## src/rtl/trace_dispatch_pkg.sv

```systemverilog
// Shared definitions for the trace dispatcher: cache geometry, trace op codes and FSM states.
package trace_dispatch_pkg;

    localparam int ADDR_SIZE  = 32;
    localparam int NUM_SETS   = 16;
    localparam int INDEX_SIZE = $clog2(NUM_SETS);

    typedef enum logic [3:0] {
        OP_READ       = 4'd0,
        OP_WRITE      = 4'd1,
        OP_IFETCH     = 4'd2,
        OP_SNOOP_RD   = 4'd3,
        OP_SNOOP_WR   = 4'd4,
        OP_SNOOP_RWIM = 4'd5,
        OP_INVAL      = 4'd6,
        OP_RSVD7      = 4'd7,
        OP_CLEAR      = 4'd8,
        OP_PRINT      = 4'd9
    } trace_op_e;

    typedef enum logic [1:0] {
        ST_IDLE  = 2'd0,
        ST_ISSUE = 2'd1,
        ST_WAIT  = 2'd2,
        ST_CLEAR = 2'd3
    } dispatch_state_e;

    function automatic logic is_read_op(input logic [3:0] op);
        return (op == OP_READ) || (op == OP_IFETCH);
    endfunction

endpackage

```

## src/rtl/stat_counter.sv

```systemverilog
// Saturating statistics counter with synchronous clear (clear wins over increment).
module stat_counter #(
    parameter int W = 32
) (
    input  logic         clk,
    input  logic         rst,
    input  logic         clr_i,
    input  logic         inc_i,
    output logic [W-1:0] count_o
);

    logic [W-1:0] count_q;
    logic [W-1:0] count_d;

    always_comb begin
        count_d = count_q;
        if (clr_i) begin
            count_d = '0;
        end else if (inc_i && (count_q != {W{1'b1}})) begin
            count_d = count_q + W'(1);
        end
    end

    always_ff @(posedge clk or posedge rst) begin
        if (rst) begin
            count_q <= '0;
        end else begin
            count_q <= count_d;
        end
    end

    assign count_o = count_q;

endmodule

```

## src/rtl/trace_dispatch.sv

```systemverilog
// Trace command dispatcher: turns trace ops into one-cycle cache strobes and keeps hit/miss stats.
// Statistics counters exist only when LLC_STATS_EN is defined; otherwise the stat outputs are 0.
//
// state    | meaning
// ---------+-----------------------------------------------------------
// ST_IDLE  | ready for a command (cmd_ready=1)
// ST_ISSUE | one cycle, the registered strobe for the accepted op is high
// ST_WAIT  | waiting for cache_done, abandoned after TIMEOUT_CYCLES cycles
// ST_CLEAR | sweeping clear_req over every set index
module trace_dispatch
    import trace_dispatch_pkg::*;
#(
    parameter int TIMEOUT_CYCLES = 64,
    parameter int STAT_W         = 32
) (
    input  logic                  clk,
    input  logic                  rst,
    input  logic                  cmd_valid,
    input  logic [3:0]            cmd_op,
    input  logic [ADDR_SIZE-1:0]  cmd_addr,
    output logic                  cmd_ready,
    output logic [ADDR_SIZE-1:0]  address,
    output logic                  read_req,
    output logic                  write_req,
    output logic                  invalidate,
    output logic                  snoop_req,
    output logic [1:0]            snoop_op,
    output logic                  clear_req,
    output logic [INDEX_SIZE-1:0] clear_index,
    output logic                  print_req,
    input  logic                  cache_done,
    input  logic                  cache_hit,
    output logic                  bad_op,
    output logic                  timeout_err,
    output logic [STAT_W-1:0]     stat_reads,
    output logic [STAT_W-1:0]     stat_writes,
    output logic [STAT_W-1:0]     stat_hits,
    output logic [STAT_W-1:0]     stat_misses
);

    localparam int WCNT_W = (TIMEOUT_CYCLES > 1) ? $clog2(TIMEOUT_CYCLES) : 1;

    dispatch_state_e       state_q, state_d;
    logic [3:0]            op_q, op_d;
    logic [ADDR_SIZE-1:0]  address_q, address_d;
    logic [WCNT_W-1:0]     wait_cnt_q, wait_cnt_d;
    logic [INDEX_SIZE-1:0] clear_index_q, clear_index_d;
    logic [1:0]            snoop_op_q, snoop_op_d;
    logic                  read_req_q, read_req_d;
    logic                  write_req_q, write_req_d;
    logic                  invalidate_q, invalidate_d;
    logic                  snoop_req_q, snoop_req_d;
    logic                  clear_req_q, clear_req_d;
    logic                  print_req_q, print_req_d;
    logic                  bad_op_q, bad_op_d;
    logic                  timeout_err_q, timeout_err_d;
    logic                  wait_done;
    logic                  stat_clr;

    always_comb begin
        state_d       = state_q;
        op_d          = op_q;
        address_d     = address_q;
        wait_cnt_d    = wait_cnt_q;
        clear_index_d = '0;
        snoop_op_d    = snoop_op_q;
        read_req_d    = 1'b0;
        write_req_d   = 1'b0;
        invalidate_d  = 1'b0;
        snoop_req_d   = 1'b0;
        clear_req_d   = 1'b0;
        print_req_d   = 1'b0;
        bad_op_d      = 1'b0;
        timeout_err_d = 1'b0;
        wait_done     = 1'b0;
        stat_clr      = 1'b0;

        case (state_q)
            ST_IDLE: begin
                if (cmd_valid) begin
                    address_d = cmd_addr;
                    op_d      = cmd_op;
                    if (cmd_op == OP_CLEAR) begin
                        state_d     = ST_CLEAR;
                        clear_req_d = 1'b1;
                    end else begin
                        // Strobes are registered here so they are high during ISSUE.
                        state_d = ST_ISSUE;
                        case (cmd_op)
                            OP_READ, OP_IFETCH: read_req_d = 1'b1;
                            OP_WRITE:           write_req_d = 1'b1;
                            OP_SNOOP_RD, OP_SNOOP_WR, OP_SNOOP_RWIM: begin
                                snoop_req_d = 1'b1;
                                snoop_op_d  = 2'(cmd_op - 4'(OP_SNOOP_RD));
                            end
                            OP_INVAL:           invalidate_d = 1'b1;
                            OP_PRINT:           print_req_d = 1'b1;
                            default:            bad_op_d = 1'b1;
                        endcase
                    end
                end
            end
            ST_ISSUE: begin
                wait_cnt_d = '0;
                if (op_q <= 4'(OP_INVAL)) begin
                    state_d = ST_WAIT;
                end else begin
                    state_d = ST_IDLE;
                end
            end
            ST_WAIT: begin
                if (cache_done) begin
                    wait_done = 1'b1;
                    state_d   = ST_IDLE;
                end else if (wait_cnt_q == WCNT_W'(TIMEOUT_CYCLES - 1)) begin
                    timeout_err_d = 1'b1;
                    state_d       = ST_IDLE;
                end else begin
                    wait_cnt_d = wait_cnt_q + WCNT_W'(1);
                end
            end
            ST_CLEAR: begin
                stat_clr = (clear_index_q == '0);
                if (clear_index_q == INDEX_SIZE'(NUM_SETS - 1)) begin
                    state_d = ST_IDLE;
                end else begin
                    clear_req_d   = 1'b1;
                    clear_index_d = clear_index_q + INDEX_SIZE'(1);
                end
            end
            default: state_d = ST_IDLE;
        endcase
    end

    always_ff @(posedge clk or posedge rst) begin
        if (rst) begin
            state_q       <= ST_IDLE;
            op_q          <= '0;
            address_q     <= '0;
            wait_cnt_q    <= '0;
            clear_index_q <= '0;
            snoop_op_q    <= '0;
            read_req_q    <= 1'b0;
            write_req_q   <= 1'b0;
            invalidate_q  <= 1'b0;
            snoop_req_q   <= 1'b0;
            clear_req_q   <= 1'b0;
            print_req_q   <= 1'b0;
            bad_op_q      <= 1'b0;
            timeout_err_q <= 1'b0;
        end else begin
            state_q       <= state_d;
            op_q          <= op_d;
            address_q     <= address_d;
            wait_cnt_q    <= wait_cnt_d;
            clear_index_q <= clear_index_d;
            snoop_op_q    <= snoop_op_d;
            read_req_q    <= read_req_d;
            write_req_q   <= write_req_d;
            invalidate_q  <= invalidate_d;
            snoop_req_q   <= snoop_req_d;
            clear_req_q   <= clear_req_d;
            print_req_q   <= print_req_d;
            bad_op_q      <= bad_op_d;
            timeout_err_q <= timeout_err_d;
        end
    end

    assign cmd_ready   = (state_q == ST_IDLE);
    assign address     = address_q;
    assign read_req    = read_req_q;
    assign write_req   = write_req_q;
    assign invalidate  = invalidate_q;
    assign snoop_req   = snoop_req_q;
    assign snoop_op    = snoop_op_q;
    assign clear_req   = clear_req_q;
    assign clear_index = clear_index_q;
    assign print_req   = print_req_q;
    assign bad_op      = bad_op_q;
    assign timeout_err = timeout_err_q;

`ifdef LLC_STATS_EN
    logic data_op;
    logic inc_reads, inc_writes, inc_hits, inc_misses;

    // Only demand accesses (read, write, ifetch) count toward hit/miss.
    assign data_op    = (op_q <= 4'(OP_IFETCH));
    assign inc_reads  = wait_done && is_read_op(op_q);
    assign inc_writes = wait_done && (op_q == OP_WRITE);
    assign inc_hits   = wait_done && data_op && cache_hit;
    assign inc_misses = wait_done && data_op && !cache_hit;

    stat_counter #(.W(STAT_W)) u_stat_reads (
        .clk(clk), .rst(rst), .clr_i(stat_clr), .inc_i(inc_reads), .count_o(stat_reads)
    );
    stat_counter #(.W(STAT_W)) u_stat_writes (
        .clk(clk), .rst(rst), .clr_i(stat_clr), .inc_i(inc_writes), .count_o(stat_writes)
    );
    stat_counter #(.W(STAT_W)) u_stat_hits (
        .clk(clk), .rst(rst), .clr_i(stat_clr), .inc_i(inc_hits), .count_o(stat_hits)
    );
    stat_counter #(.W(STAT_W)) u_stat_misses (
        .clk(clk), .rst(rst), .clr_i(stat_clr), .inc_i(inc_misses), .count_o(stat_misses)
    );
`else
    logic stats_unused;

    assign stats_unused = ^{cache_hit, wait_done, stat_clr};
    assign stat_reads   = '0;
    assign stat_writes  = '0;
    assign stat_hits    = '0;
    assign stat_misses  = '0;
`endif

endmodule

```

## config.mk

```make
export PLATFORM = sky130hd
export DESIGN_NAME = trace_dispatch
export DESIGN_NICKNAME = d
export VERILOG_FILES = /design/src/rtl/trace_dispatch_pkg.sv /design/src/rtl/stat_counter.sv /design/src/rtl/trace_dispatch.sv
export SDC_FILE = /design/constraint.sdc
export NUM_CORES = 1
export LEC_CHECK = 0
export CORE_AREA = 3 3 97 99
export DETAILED_ROUTE_END_ITERATION = 8
export DIE_AREA = 0 0 100 102
export HOLD_SLACK_MARGIN = 0.02
export PLACE_DENSITY_LB_ADDON = 0.15
export SYNTH_ARGS = -nofsm -noshare
export SYNTH_HDL_FRONTEND = slang
export SYNTH_SLANG_ARGS = --single-unit
```

## constraint.sdc

```tcl
create_clock -name clk -period 4.5 [get_ports clk]
set_input_delay 0.9 -clock clk [delete_from_list [all_inputs] [get_ports clk]]
set_output_delay 0.9 -clock clk [all_outputs]
set_load 0.02 [all_outputs]
```

==> reports/results.txt <==
CP max stage delay = 640 ps
First-pass GRT wire length = 9000 um
Antenna violations before repair = 0
Root buf cell = clkbuf_8
Synth Flop Type = dfrtp_1
Clk_lat worst skew = 330 ps
Die footprint = 0.0102 mm^2
Initial DRC count = 106
Yosys warning total = 0
Post-Place Cell Area = 0.00391 mm^2
WL met2 = 2820 um
Fmax = 378 MHz
Crit-path cells = inv_1 > ha_1 > clkdlybuf4s50_1
# nets final = 454
Fin crit period = 2650 ps
RD Place Congestion = 0.733
Final WS setup = 1850 ps
Pwr dens = 597 mW/mm^2
Worst Tran Pin Value = 838 ps
RSZ-0062 raised after global routing = false
Pre-CTS setup slack = 1650 ps
Final TNS setup = 0 ps
Commonest cells post-synth = buf_4 (128), dfrtp_1 (58), mux2_2 (37), ha_1 (11), nand2_1 (8)
EDFF count, synth = 0
Seq pwr share = 33.1%
Vias per std cell = 3.91
Post-synthesis async set-or-reset flop share = 100%
Starting Density = 39.4%
Core area = 0.00864 mm^2
Placed insts = 499
Highest metal used = met4
Vias in the first global route = 1,908
Post-synth top area share = 42.7%
Final core occ = 47.7%
Yosys cell types = 33
Max cap viols = 0
Row count = 34
Kind of end point of the critical path = primary output
# setup viols final = 0
Final instance area = 0.00412 mm^2
Seq/Total Area, Yosys = 42.7%
Drt wl/cell = 11.6 um
# IOs = 216
Net Switching = 0.889 mW
Htree depth = 3
Clock transition at path regs = 70 ps
Post-CTS Setup Inserts = 0
Status = completed
Sink Count = 58
Mapped cell area = 0.00340 mm^2
Die height = 102 um
Post-DP HPWL = 4500 um
Max Root-Sink Buffers = 2
Leakage = 1.97 nW
Syn Area/Cell = 11.0 um^2
Overall routing resource usage = 11.4%
Area leader, netlist = dfrtp_1
Crit path kind = reg2out
Switching share of power = 36.1%
Crit Path Max Fanout = 4
Worst path slowest cell = clkdlybuf4s50_1
Drt total wl = 5980 um
CTS Hold Bufs = 0
Final period util = 58.8%
Layout cells sized above 1 = 14.5%
Total grt overflow = 0
Final Hold Vio Count = 0
TritonCTS clock tree = built
Clock network fraction of total power = 21.1%
Element type at the critical path start = register
Most common cell in the netlist = buf_4
Drt first pass iters = 4
Comb pwr share = 45.7%
Fillers = 802
Critical Path RT = 3600 ps
Hold Crit Class = reg2reg
Antenna viol nets, final = 0
Post-Route Skew = 9.90 ps
Final Max Slew Viols = 0
Worst slew margin = 44.1%
Yosys reg bits = 58
Number of port buffers = 86
Top post-synthesis cells by area = dfrtp_1 (43%), buf_4 (28%), mux2_2 (12%)
Routed met1 length = 2190 um
Diodes inserted = 0
TritonCTS Buffers = 9
Area grow syn2layout = 21.2%
Pin count of the biggest net entering global routing = 41
DIE WIDTH = 100 um
Post-Syn Instances = 308
VDD IR max = 0.365 mV
Met3 routed WL = 908 um
Cts repair resizes = 0
Int Pwr = 1.57 mW
Total number of vias = 2,013
Critical Path AT = 1750 ps
DRC viols = 0
Finished Layout Cells = 515
==> per-layer routing <==
metal	vias to the layer above	track usage [%]
met3	6	6.96
met5	-	0
li1	947	-
met4	0	5.91
met2	114	16.6
met1	946	13.2
==> power by group through the flow <==
| stage | logic (mW) | registers (mW) | clock network [mW] |
|---|---|---|---|
| floorplan | 0.554 | 1.02 | 0 |
| global placement | 1.14 | 0.814 | 0 |
| detailed placement | 1.14 | 0.824 | 0 |
| CTS | 1.14 | 0.818 | 0.542 |
| global route | 1.22 | 0.843 | 0.568 |
| finish | 1.12 | 0.815 | 0.520 |
==> kinds of logic after synthesis <==
logic type	synth area share [%]
simple gates	6.37
flops	42.7
xor+xnor	0.516
compound gates	3.79
other cells	0.110
fa+ha+maj	4.05
buf+inv	29.6
mux	12.8
==> area by class of cell <==
type / count / area, um^2 / share of cell area [%]
multi-input combinational: 238 / 1420 / 34.5
tap: 108 / 135 / 3.28
clock inverter: 5 / 78.8 / 1.91
clock buffer: 11 / 131 / 3.19
inverter: 7 / 26.3 / 0.638
sequential: 58 / 1450 / 35.2
timing repair buffer: 88 / 876 / 21.3
==> through the flow <==
stage          hold WS, ps  power (mW)
6_report               477        2.46
5_1_grt                498        2.63
4_1_cts                483        2.50
3_5_place_dp           467        1.96
3_3_place_gp           461        1.95
2_1_floorplan          442        1.58
==> flip-flops by register name, summed over array words and instances, names as in the netlist <==
| register | flops |
|---|---|
| print_req | 1 |
| bad_op | 1 |
| invalidate | 1 |
| timeout_err | 1 |
| read_req | 1 |
| clear_index | 4 |
| snoop_req | 1 |
| op_q | 4 |
| address | 32 |
| state_q | 2 |
| write_req | 1 |
| clear_req | 1 |
| wait_cnt_q | 6 |
| snoop_op | 2 |
==> cells in the final DEF (no fill, tap or decap), types with 3 or more instances in the layout <==
cell type        instances
o21ai_0                  5
ha_1                    11
a21oi_1                  3
nand3_1                  6
clkdlybuf4s50_1         86
nand2_1                  7
clkbuf_8                 9
conb_1                 128
nor3_1                   3
dfrtp_1                 58
mux2_2                  37
nand2b_1                 4
nor2_1                   7
inv_1                    6
==> path summary, 6_finish.rpt <==
path | slack, ps | depth (start not counted) | endpoint | startpoint
max | 1850 | 3 | cmd_ready | state_q[0]
min | 480 | 2 | op_q[0] | op_q[0]
max reg2reg | 2410 | 5 | address[7] | state_q[0]
min reg2reg | 480 | 2 | op_q[0] | op_q[0]
max in group asynchronous | 2670 | 3 | clear_index[0] | rst
min in group asynchronous | 1050 | 2 | address[16] | rst
==> critical path: cells and delay by family, from the launching register on <==
kind / cells / cell delay [ps]
buffers and inverters: 2 / 750
adder cells (fa/ha/maj): 1 / 240
flip-flops: 1 / 420
No activity file was read; power rests on OpenSTA's default activity.
